--- src/rtl/debug_unit_pkg.sv ---
// Shared constants, state encoding and helpers for the UART debug controller.
package debug_unit_pkg;

  localparam int LEN        = 32;
  localparam int IMEM_AW    = 8;
  localparam int N_REGS     = 32;
  localparam int DUMP_WORDS = N_REGS + 2;

  localparam logic [7:0] CMD_LOAD = 8'h4C;
  localparam logic [7:0] CMD_RUN  = 8'h43;
  localparam logic [7:0] CMD_STEP = 8'h53;
  localparam logic [7:0] ACK_BYTE = 8'h4B;

  typedef enum logic [3:0] {
    IDLE,
    LOAD_CNT,
    LOAD_BYTE,
    LOAD_WRITE,
    LOAD_DONE,
    ACK_WAIT,
    RUN,
    STEP,
    DUMP_LOAD,
    DUMP_SEND,
    DUMP_WAIT
  } state_t;

  // True for the index of the final word of the dump stream (last register).
  function automatic logic isLastWord(input logic [5:0] idx);
    return idx == 6'(DUMP_WORDS - 1);
  endfunction

endpackage

--- src/rtl/debug_unit_if.sv ---
// Bundle of the UART, instruction-memory, pipeline-control and register-debug
// signals seen by the debug controller. master = controller side.
interface debug_unit_if;
  import debug_unit_pkg::*;

  logic [7:0]         rx_data;
  logic               rx_done;
  logic [7:0]         tx_data;
  logic               tx_start;
  logic               tx_done;
  logic               imem_wr_en;
  logic [IMEM_AW-1:0] imem_addr;
  logic [LEN-1:0]     imem_data;
  logic               cpu_enable;
  logic               cpu_clear;
  logic               halt;
  logic [LEN-1:0]     pc_value;
  logic [4:0]         reg_addr;
  logic [LEN-1:0]     reg_data;
  logic               busy;

  modport master (
    input  rx_data, rx_done, tx_done, halt, pc_value, reg_data,
    output tx_data, tx_start, imem_wr_en, imem_addr, imem_data,
           cpu_enable, cpu_clear, reg_addr, busy
  );

  modport slave (
    output rx_data, rx_done, tx_done, halt, pc_value, reg_data,
    input  tx_data, tx_start, imem_wr_en, imem_addr, imem_data,
           cpu_enable, cpu_clear, reg_addr, busy
  );

endinterface

--- src/rtl/debug_unit_shifter.sv ---
// 4-byte MSB-first word register with a byte index. Bytes shifted in assemble
// a word (program load); a loaded word is read back one byte at a time (dump).
module byte_word_shifter
  import debug_unit_pkg::*;
(
  input  logic           clk,
  input  logic           reset,
  input  logic           i_clear,
  input  logic           i_load,
  input  logic [LEN-1:0] i_word,
  input  logic           i_shift,
  input  logic [7:0]     i_byte,
  input  logic           i_advance,
  output logic [LEN-1:0] o_word,
  output logic [7:0]     o_byte,
  output logic           o_last
);

  logic [LEN-1:0] r_word;
  logic [1:0]     r_idx;

  // Word register and byte index; clear beats load beats shift beats advance.
  always_ff @(posedge clk or negedge reset) begin
    if (!reset) begin
      r_word <= '0;
      r_idx  <= '0;
    end else if (i_clear) begin
      r_word <= '0;
      r_idx  <= '0;
    end else if (i_load) begin
      r_word <= i_word;
      r_idx  <= '0;
    end else if (i_shift) begin
      r_word <= {r_word[LEN-9:0], i_byte};
      r_idx  <= r_idx + 2'd1;
    end else if (i_advance) begin
      r_idx  <= r_idx + 2'd1;
    end
  end

  // Byte selected by the index, most significant byte first.
  always_comb begin
    o_byte = r_word[31:24];
    case (r_idx)
      2'd0: o_byte = r_word[31:24];
      2'd1: o_byte = r_word[23:16];
      2'd2: o_byte = r_word[15:8];
      2'd3: o_byte = r_word[7:0];
      default: o_byte = r_word[31:24];
    endcase
  end

  assign o_word = r_word;
  assign o_last = (r_idx == 2'd3);

endmodule

--- src/rtl/debug_unit.sv ---
// UART-side debug controller for the MIPS pipeline: loads programs into
// instruction memory, runs or single-steps the core and streams a state dump.
module debug_unit
  import debug_unit_pkg::*;
(
  input  logic         clk,
  input  logic         reset,
  debug_unit_if.master bus
);

  state_t             r_state, w_nextState;
  logic               r_cpuEn, w_cpuEnNext;
  logic [7:0]         r_wordCnt;
  logic [IMEM_AW-1:0] r_imemAddr;
  logic [5:0]         r_wordIdx;
  logic [LEN-1:0]     r_cycleCnt;
  logic [LEN-1:0]     r_cntCap;

  logic           w_shClear, w_shLoad, w_shShift, w_shAdvance, w_shLast;
  logic [LEN-1:0] w_shWordIn, w_shWordOut;
  logic [7:0]     w_shByte;

  logic w_setCount, w_wordWritten, w_clrCycles;
  logic w_dumpStart, w_dumpEnd, w_nextWord, w_capture;
  logic w_imemWrEn, w_cpuClear, w_txStart;
  logic [7:0] w_txData;

  byte_word_shifter u_shifter (
    .clk       (clk),
    .reset     (reset),
    .i_clear   (w_shClear),
    .i_load    (w_shLoad),
    .i_word    (w_shWordIn),
    .i_shift   (w_shShift),
    .i_byte    (bus.rx_data),
    .i_advance (w_shAdvance),
    .o_word    (w_shWordOut),
    .o_byte    (w_shByte),
    .o_last    (w_shLast)
  );

  // State register and the registered pipeline enable.
  always_ff @(posedge clk or negedge reset) begin
    if (!reset) begin
      r_state <= IDLE;
      r_cpuEn <= 1'b0;
    end else begin
      r_state <= w_nextState;
      r_cpuEn <= w_cpuEnNext;
    end
  end

  // Next-state, strobes and combinational outputs for every controller state.
  always_comb begin
    w_nextState   = r_state;
    w_cpuEnNext   = 1'b0;
    w_shClear     = 1'b0;
    w_shLoad      = 1'b0;
    w_shShift     = 1'b0;
    w_shAdvance   = 1'b0;
    w_shWordIn    = bus.reg_data;
    w_setCount    = 1'b0;
    w_wordWritten = 1'b0;
    w_clrCycles   = 1'b0;
    w_dumpStart   = 1'b0;
    w_dumpEnd     = 1'b0;
    w_nextWord    = 1'b0;
    w_capture     = 1'b0;
    w_imemWrEn    = 1'b0;
    w_cpuClear    = 1'b0;
    w_txStart     = 1'b0;
    w_txData      = 8'h00;
    case (r_state)
      IDLE: begin
        if (bus.rx_done) begin
          case (bus.rx_data)
            CMD_LOAD: w_nextState = LOAD_CNT;
            CMD_RUN:  w_nextState = RUN;
            CMD_STEP: w_nextState = STEP;
            default:  w_nextState = IDLE;
          endcase
        end
      end
      LOAD_CNT: begin
        if (bus.rx_done) begin
          w_setCount  = 1'b1;
          w_shClear   = 1'b1;
          w_nextState = (bus.rx_data == 8'd0) ? LOAD_DONE : LOAD_BYTE;
        end
      end
      LOAD_BYTE: begin
        if (bus.rx_done) begin
          w_shShift = 1'b1;
          if (w_shLast) w_nextState = LOAD_WRITE;
        end
      end
      LOAD_WRITE: begin
        w_imemWrEn    = 1'b1;
        w_wordWritten = 1'b1;
        w_nextState   = (r_wordCnt == 8'd1) ? LOAD_DONE : LOAD_BYTE;
      end
      LOAD_DONE: begin
        w_cpuClear  = 1'b1;
        w_clrCycles = 1'b1;
        w_txStart   = 1'b1;
        w_txData    = ACK_BYTE;
        w_nextState = ACK_WAIT;
      end
      ACK_WAIT: begin
        w_txData = ACK_BYTE;
        if (bus.tx_done) w_nextState = IDLE;
      end
      RUN: begin
        if (bus.halt) begin
          w_dumpStart = 1'b1;
          w_nextState = DUMP_LOAD;
        end else begin
          w_cpuEnNext = 1'b1;
        end
      end
      STEP: begin
        if (bus.halt || r_cpuEn) begin
          w_dumpStart = 1'b1;
          w_nextState = DUMP_LOAD;
        end else begin
          w_cpuEnNext = 1'b1;
        end
      end
      DUMP_LOAD: begin
        w_shLoad = 1'b1;
        if (r_wordIdx == 6'd0) begin
          w_shWordIn = bus.pc_value;
          w_capture  = 1'b1;
        end else if (r_wordIdx == 6'd1) begin
          w_shWordIn = r_cntCap;
        end
        w_nextState = DUMP_SEND;
      end
      DUMP_SEND: begin
        w_txStart   = 1'b1;
        w_txData    = w_shByte;
        w_nextState = DUMP_WAIT;
      end
      DUMP_WAIT: begin
        w_txData = w_shByte;
        if (bus.tx_done) begin
          w_shAdvance = 1'b1;
          if (!w_shLast) begin
            w_nextState = DUMP_SEND;
          end else if (isLastWord(r_wordIdx)) begin
            w_dumpEnd   = 1'b1;
            w_nextState = IDLE;
          end else begin
            w_nextWord  = 1'b1;
            w_nextState = DUMP_LOAD;
          end
        end
      end
      default: w_nextState = IDLE;
    endcase
  end

  // Load word count, imem address, dump word index and cycle counter.
  always_ff @(posedge clk or negedge reset) begin
    if (!reset) begin
      r_wordCnt  <= '0;
      r_imemAddr <= '0;
      r_wordIdx  <= '0;
      r_cycleCnt <= '0;
      r_cntCap   <= '0;
    end else begin
      if (w_setCount) begin
        r_wordCnt  <= bus.rx_data;
        r_imemAddr <= '0;
      end else if (w_wordWritten) begin
        r_wordCnt  <= r_wordCnt - 8'd1;
        r_imemAddr <= r_imemAddr + IMEM_AW'(1);
      end
      if (w_dumpStart || w_dumpEnd) begin
        r_wordIdx <= '0;
      end else if (w_nextWord) begin
        r_wordIdx <= r_wordIdx + 6'd1;
      end
      if (w_capture) r_cntCap <= r_cycleCnt;
      if (w_clrCycles) begin
        r_cycleCnt <= '0;
      end else if (r_cpuEn) begin
        r_cycleCnt <= r_cycleCnt + 32'd1;
      end
    end
  end

  assign bus.tx_data    = w_txData;
  assign bus.tx_start   = w_txStart;
  assign bus.imem_wr_en = w_imemWrEn;
  assign bus.imem_addr  = r_imemAddr;
  assign bus.imem_data  = w_shWordOut;
  assign bus.cpu_enable = r_cpuEn;
  assign bus.cpu_clear  = w_cpuClear;
  assign bus.reg_addr   = (r_wordIdx >= 6'd2) ? 5'(r_wordIdx - 6'd2) : 5'd0;
  assign bus.busy       = (r_state != IDLE);

endmodule

--- src/flat_wrapper.sv ---
// flat-port wrapper written by rule: the top's interface ports become plain ports
module debug_unit_flat import debug_unit_pkg::*;
  (clk, reset, bus_rx_data, bus_rx_done, bus_tx_done, bus_halt, bus_pc_value, bus_reg_data, bus_tx_data, bus_tx_start, bus_imem_wr_en, bus_imem_addr, bus_imem_data, bus_cpu_enable, bus_cpu_clear, bus_reg_addr, bus_busy);
  debug_unit_if bus_i ();
  input  logic clk;
  input  logic reset;
  input wire logic [$bits(bus_i.rx_data)-1:0] bus_rx_data;
  input wire logic [$bits(bus_i.rx_done)-1:0] bus_rx_done;
  input wire logic [$bits(bus_i.tx_done)-1:0] bus_tx_done;
  input wire logic [$bits(bus_i.halt)-1:0] bus_halt;
  input wire logic [$bits(bus_i.pc_value)-1:0] bus_pc_value;
  input wire logic [$bits(bus_i.reg_data)-1:0] bus_reg_data;
  output wire logic [$bits(bus_i.tx_data)-1:0] bus_tx_data;
  output wire logic [$bits(bus_i.tx_start)-1:0] bus_tx_start;
  output wire logic [$bits(bus_i.imem_wr_en)-1:0] bus_imem_wr_en;
  output wire logic [$bits(bus_i.imem_addr)-1:0] bus_imem_addr;
  output wire logic [$bits(bus_i.imem_data)-1:0] bus_imem_data;
  output wire logic [$bits(bus_i.cpu_enable)-1:0] bus_cpu_enable;
  output wire logic [$bits(bus_i.cpu_clear)-1:0] bus_cpu_clear;
  output wire logic [$bits(bus_i.reg_addr)-1:0] bus_reg_addr;
  output wire logic [$bits(bus_i.busy)-1:0] bus_busy;
  assign bus_i.rx_data = bus_rx_data;
  assign bus_i.rx_done = bus_rx_done;
  assign bus_i.tx_done = bus_tx_done;
  assign bus_i.halt = bus_halt;
  assign bus_i.pc_value = bus_pc_value;
  assign bus_i.reg_data = bus_reg_data;
  assign bus_tx_data = bus_i.tx_data;
  assign bus_tx_start = bus_i.tx_start;
  assign bus_imem_wr_en = bus_i.imem_wr_en;
  assign bus_imem_addr = bus_i.imem_addr;
  assign bus_imem_data = bus_i.imem_data;
  assign bus_cpu_enable = bus_i.cpu_enable;
  assign bus_cpu_clear = bus_i.cpu_clear;
  assign bus_reg_addr = bus_i.reg_addr;
  assign bus_busy = bus_i.busy;
  debug_unit u_core (.clk(clk), .reset(reset), .bus(bus_i));
endmodule
--- config.mk ---
export PLATFORM = sky130hd
export DESIGN_NAME = debug_unit_flat
export DESIGN_NICKNAME = d
export VERILOG_FILES = /design/src/rtl/debug_unit_pkg.sv /design/src/rtl/debug_unit_if.sv /design/src/rtl/debug_unit_shifter.sv /design/src/rtl/debug_unit.sv /design/src/flat_wrapper.sv
export SDC_FILE = /design/constraint.sdc
export NUM_CORES = 1
export LEC_CHECK = 0
export ABC_AREA = 1
export CORE_UTILIZATION = 40
export DETAILED_ROUTE_END_ITERATION = 7
export SLEW_MARGIN = 10
export SYNTH_ARGS = -nofsm -noshare
export SYNTH_HDL_FRONTEND = slang
export SYNTH_SLANG_ARGS = --single-unit
--- constraint.sdc ---
create_clock -name clk -period 2.4 [get_ports clk]
set_input_delay 0.48 -clock clk [delete_from_list [all_inputs] [get_ports clk]]
set_output_delay 0.48 -clock clk [all_outputs]
set_load 0.01 [all_outputs]
# Word level (Yosys, flattened, before mapping)
# Cells that the tools add are included.
word_totals:
  regBits: 125
  output_inout_bits: 58
  in_bits: 77
  word_cells: 119
op_classes:
  n_lt_le_gt_ge: 1
  mux: 60
  reduce_logical: 16
  eq_ne: 27
  n_addsub: 6
ops:
  columns: ["operator", "count"]
  rows:
  - ["$mux 32", 8]
  - ["$pmux 4 s11", 1]
  - ["$mux 4", 10]
  - ["$add 32x1->32 const B", 1]
  - ["$mux 8", 4]
  - ["$pmux 8 s4", 1]
  - ["$eq 8x7->1 const B", 3]
  - ["$mux 1", 23]
  - ["$eq 4x3->1 const B", 4]
  - ["$pmux 8 s2", 1]
  - ["$eq 4x4->1 const B", 3]
  - ["$mux 6", 2]
  - ["$ne 2x2->1 const B", 6]
  - ["$pmux 3 s3", 1]
  - ["$add 8x1->8 const B", 1]
  - ["$eq 4x2->1 const B", 2]
  - ["$eq 8x1->1 const B", 1]
  - ["$logic_not 8->1", 1]
  - ["$mux 2", 4]
  - ["$reduce_and 8->1", 1]
  - ["$reduce_bool 4->1", 2]
  - ["$sub 8x1->8 const B", 1]
  - ["$add 6x1->6 const B", 1]
  - ["$eq 6x1->1 const B", 1]
  - ["other kinds (18)", 27]

# Logic depth before layout (Yosys ltp)
# Gate-level depths: netlist (run 1).
depth:
  depth_word: 7
  mapped_depth: 13
  mapped_depth_nobuf: 10

# Modules after synthesis
# From an unflattened synthesis (run 1), not the netlist that was laid out.
hier_totals:
  hier_cells: 1225
  hier_area_um2: 8069.0
by_module_without_submodules:
  columns: ["mod", "cells_each", "area_each_um2", "n_inst", "seq_area_each_um2"]
  rows:
  - ["debug_unit", 904, 6032.0, 1, 2277.2]
  - ["byte_word_shifter", 321, 2037.0, 1, 850.8]

# Worst setup path before layout (run 1)
# No wires, ideal clock.
synth_timing:
  kind: "register -> output"
  from: "register u_core.u_shifter.r_idx[0]"
  to: "output port bus_tx_data[6]"
  path_buffers: 1
  slack_ns: 0.584
  t_required_ns: 1.920
  path_stages_with_launch: 8
  arrival_time_ns: 1.336
  cell_sequence: "dfrtp_1 -> inv_1 -> ha_1 -> clkbuf_1 -> a21oi_1 -> nand3_1 -> o21ai_0 -> o21ai_0"
synth_via:
  elab_chain_cells: 3
  word_cells_on_any_way: 6
  classes_between: "3 x eq/ne; 2 x mux; 1 x reduce/logical"
synth_rtl:
  columns: ["element", "line", "rtl"]
  rows:
  - ["start: declaration", "debug_unit_shifter.sv:20", "logic [1:0] r_idx;"]
  - ["start signal: assignment", "debug_unit_shifter.sv:35", "r_idx <= r_idx + 2'd1;"]
  - ["start signal: assignment", "debug_unit_shifter.sv:37", "r_idx <= r_idx + 2'd1;"]
  - ["$eq 2x2->1, or another cell as far along", "debug_unit_shifter.sv:44", "case (r_idx)"]
  - ["$pmux 8 s4 *", "debug_unit_shifter.sv:44", null]
  - ["$pmux 8 s2 *", "debug_unit.sv:73", "case (r_state)"]
  - ["end: declaration", "flat_wrapper.sv:13", "output wire logic [$bits(bus_i.tx_data)-1:0] bus_tx_data;"]
# Every way passes the cells marked *; elsewhere a longest branch is shown, timed or not.

# Worst setup path after layout (run 1)
layout_timing:
  from: "register u_core.r_state[1]"
  to: "output port bus_cpu_clear"
layout_via:
  elab_chain_cells: 2
layout_rtl:
  columns: ["element", "line", "rtl"]
  rows:
  - ["start: declaration", "debug_unit.sv:11", "state_t r_state, w_nextState;"]
  - ["start signal: assignment", "debug_unit.sv:48", "r_state <= w_nextState;"]
  - ["$eq 4x3->1", "debug_unit.sv:73", null]
  - ["$mux 1", "debug_unit.sv:73", null]
  - ["end: declaration", "flat_wrapper.sv:19", "output wire logic [$bits(bus_i.cpu_clear)-1:0] bus_cpu_clear;"]
# Every way passes these cells.

==> impl_metrics.ini, run 1 <==
[status]
status = completed

[global_routing]
grt.overflow.total = 0
grt_util_all_layers_pct = 26.71
grt_pass1_vias = 7389
grt_max_degree = 65
grt_pass1_wl_um = 40660
grt_antenna_before_repair = 0

[sta]
min_period_ns = 2.322
max_slew_margin_pct = 61.59
fin_crit_sh_pct = 96.74
setup_tns_ns = 0
timing.final.ws_setup_ns = 0.07820
drv_slew = 0
fin_skew_ns = 0.01066
worst_slew_pin_slew_ns = 0.5717
setup_violations = 0
max_freq_mhz = 430.7
rsz0062_at_grt = false
hold_viol_final = 0

[synth]
yosysSeqAreaShare_pct = 40.14
synth_nets = 1278
synth_edf_count = 0
postSynthCellCount = 1187
synth_cell_types = 32
synth-seq-cells = 125
yosys_warnings = 0
synth_area_leader_cell = dfrtp_1
synth_area_leaders = dfrtp_1 40%, nand2_1 23%, nor2_1 8.0%, nand3_1 5.5%, inv_1 4.4%
synth_top_area_share_pct = 40.14
syn_area_per_cell_um2 = 6.565
async_flop_share_pct = 100.0
ys.flop_type = dfrtp_1
synth_area_um2 = 7792

[setup_path]
critPathKind = reg2out
cpMaxStageDelayCell = clkdlybuf4s50_1
startpoint = u_core.r_state[1]
cp_cell_sequence = buf_4, nor2_2, nand2_2, inv_2, clkdlybuf4s50_1
cp_top_family = buffers and inverters
max_stage_delay_ns = 0.53
worstSetupEndpointType = output pin
cp_max_fo = 7
startpoint_type = flop
critPathBufInv = 3
r2r-start = u_core.r_state[1]
cp.required_ns = 1.92
crit_arrival_ns = 1.84

[floorplanning]
dieArea_um2 = 20040
io_pins = 135
fp.dieW_um = 141.6
rows = 50
start_util_pct = 41.25
core_um2 = 18890
die_h_um = 141.6

[layout]
layout-drive-gt1-share_pct = 9.010
final_cell_mix = 479 x nand2_1, 162 x nor2_1, 120 x clkdlybuf4s50_1, 120 x dfrtp_1, 86 x nand3_1
nNetsFinal = 1421
layout_commonest_cell = nand2_1
fillers = 1908
fin_area_um2 = 10190
areaGrowthSynthToFinish_pct = 30.75
antenna_cells = 0

[routing]
first_pass_iters = 6
num_vias = 7915
drt_iter0_markers = 614
drcViolationCount = 0
ant_nets = 0
wl_per_cell_um = 16.00
wirelength_um = 25640
via_per_inst = 4.938

[pwr]
total_power_mw = 9.163
clockPowerShare_pct = 28.2
cellPowerDensity_nw_per_um2 = 899.3
internal-power_mw = 5.676
leakage_nw = 5.031
vdd_drop_max_mv = 0.5433
p_comb_share_pct = 38.8
p_switching_mw = 3.487
p_seq_share_pct = 33.0
swShare_pct = 38.05

[cts]
htreeDepth = 4
worst_skew_pair.late_latency_ns = 0.43
cts_tree = done
numCtsBuffers = 17
clk_pin_slew_worst_paths_ns = 0.06
clkSinkCount = 125
cts_hold_buf = 0
clk_root_buffer_cell = clkbuf_16
cts_buffer_depth = 2

[place]
dpl_cell_area_um2 = 9467
post-place-ws_ns = 0.08688
gp_congestion = 0.8869
dpl.hpwl_um = 19460
port_buffers = 134

[worst_hold_path]
hp-class = in2async

[flow_run]
maxCapViolations = 0
==> cell type report <==
cell class	instances	area [µm²]	area share, %
inverters	98	367.9	3.610
flip-flops and latches	125	3134	30.76
repair buffers	170	1649	16.19
well taps	260	325.3	3.193
clock inverters	13	141.4	1.388
multi-input cells	918	4128	40.51
clock buffers	19	442.9	4.347
==> synth_stat cells, types with 8 or more instances <==
library cell	number
buf_4	8
nand3_1	86
inv_1	91
o21ai_0	46
nand2_1	487
ha_1	14
nor2_1	167
clkbuf_1	10
nor3_1	12
a21oi_1	28
nand4_1	19
o21ai_1	15
buf_2	22
dfrtp_1	125
==> power groups by stage <==
stage / Clock, mW / Combinational, mW / Sequential (mW)
after floorplan: 0 / 1.85 / 2.97
after global placement: 0 / 3.36 / 3.03
after detailed placement: 0 / 3.38 / 3.04
after CTS: 2.63 / 3.52 / 3.02
after global routing: 2.71 / 3.96 / 3.06
final: 2.59 / 3.55 / 3.02
==> flip-flops by register name, summed over array words and instances, names as in the netlist <==
signal                   flops
u_core.u_shifter.o_word     32
u_core.r_state               4
u_core.r_cntCap             32
u_core.bus.imem_addr         8
u_core.bus.cpu_enable        1
u_core.u_shifter.r_idx       2
u_core.r_wordCnt             8
u_core.r_cycleCnt           32
u_core.r_wordIdx             6
==> path summary, 6_finish.rpt <==
check	to	slack (ns)	cells after the start
setup / recovery	bus_cpu_clear	0.08	5
hold / removal	u_core.u_shifter.o_word[8]	0.006	1
setup reg to reg	u_core.bus.imem_addr[7]	0.46	8
hold reg to reg	u_core.r_cntCap[2]	0.47	2
max in group asynchronous	u_core.r_state[0]	1.81	2
min in group clk	u_core.r_cntCap[2]	0.47	2
==> cells by family after synthesis <==
group                    after synthesis  share of synthesized area (%)
adder cells (fa/ha/maj)               14                          2.248
buffers and inverters                144                          8.253
AO/OA/AOI/OAI                        110                          7.611
AND/OR/NAND/NOR                      785                          40.74
flip-flops                           125                          40.14
XOR/XNOR                               9                          1.012
==> routing by layer <==
metal  global-route usage (%)  part of all wire (%)
met3                    3.746                   4.7
met4                    8.036                   2.1
met2                    43.92                    47
met5                        0                     0
met1                    36.51                    47
==> stage by stage <==
| stage | utilization, % | hold slack, ns | std cells |
|---|---|---|---|
| final | 53.93 | 0.005807 | 1603 |
| after global routing | 53.93 | 0.03062 | 1603 |
| after CTS | 53.77 | 0.01241 | 1602 |
| after detailed placement | 50.11 | 0.4596 | 1564 |
| after global placement | 50.11 | 0.4555 | 1564 |
| after floorplan | - | 0.1844 | 1187 |
==> what timing repair did <==
| action | 4_1_cts | 5_1_grt |
|---|---|---|
| pin swaps | 1 | 0 |
| gates resized for setup | 36 | 23 |
| setup endpoints to repair | 15 | 11 |
| endpoints found under the hold margin | 0 | 0 |
| setup buffers | 6 | 1 |
Power figures use the tool's default switching activity.
==> run 2, diff against run 1 <==
CAP_MARGIN = 10   (was unset)
==> results of run 2 <==
Final layout, timing and power as in run 1 (identical DEF).
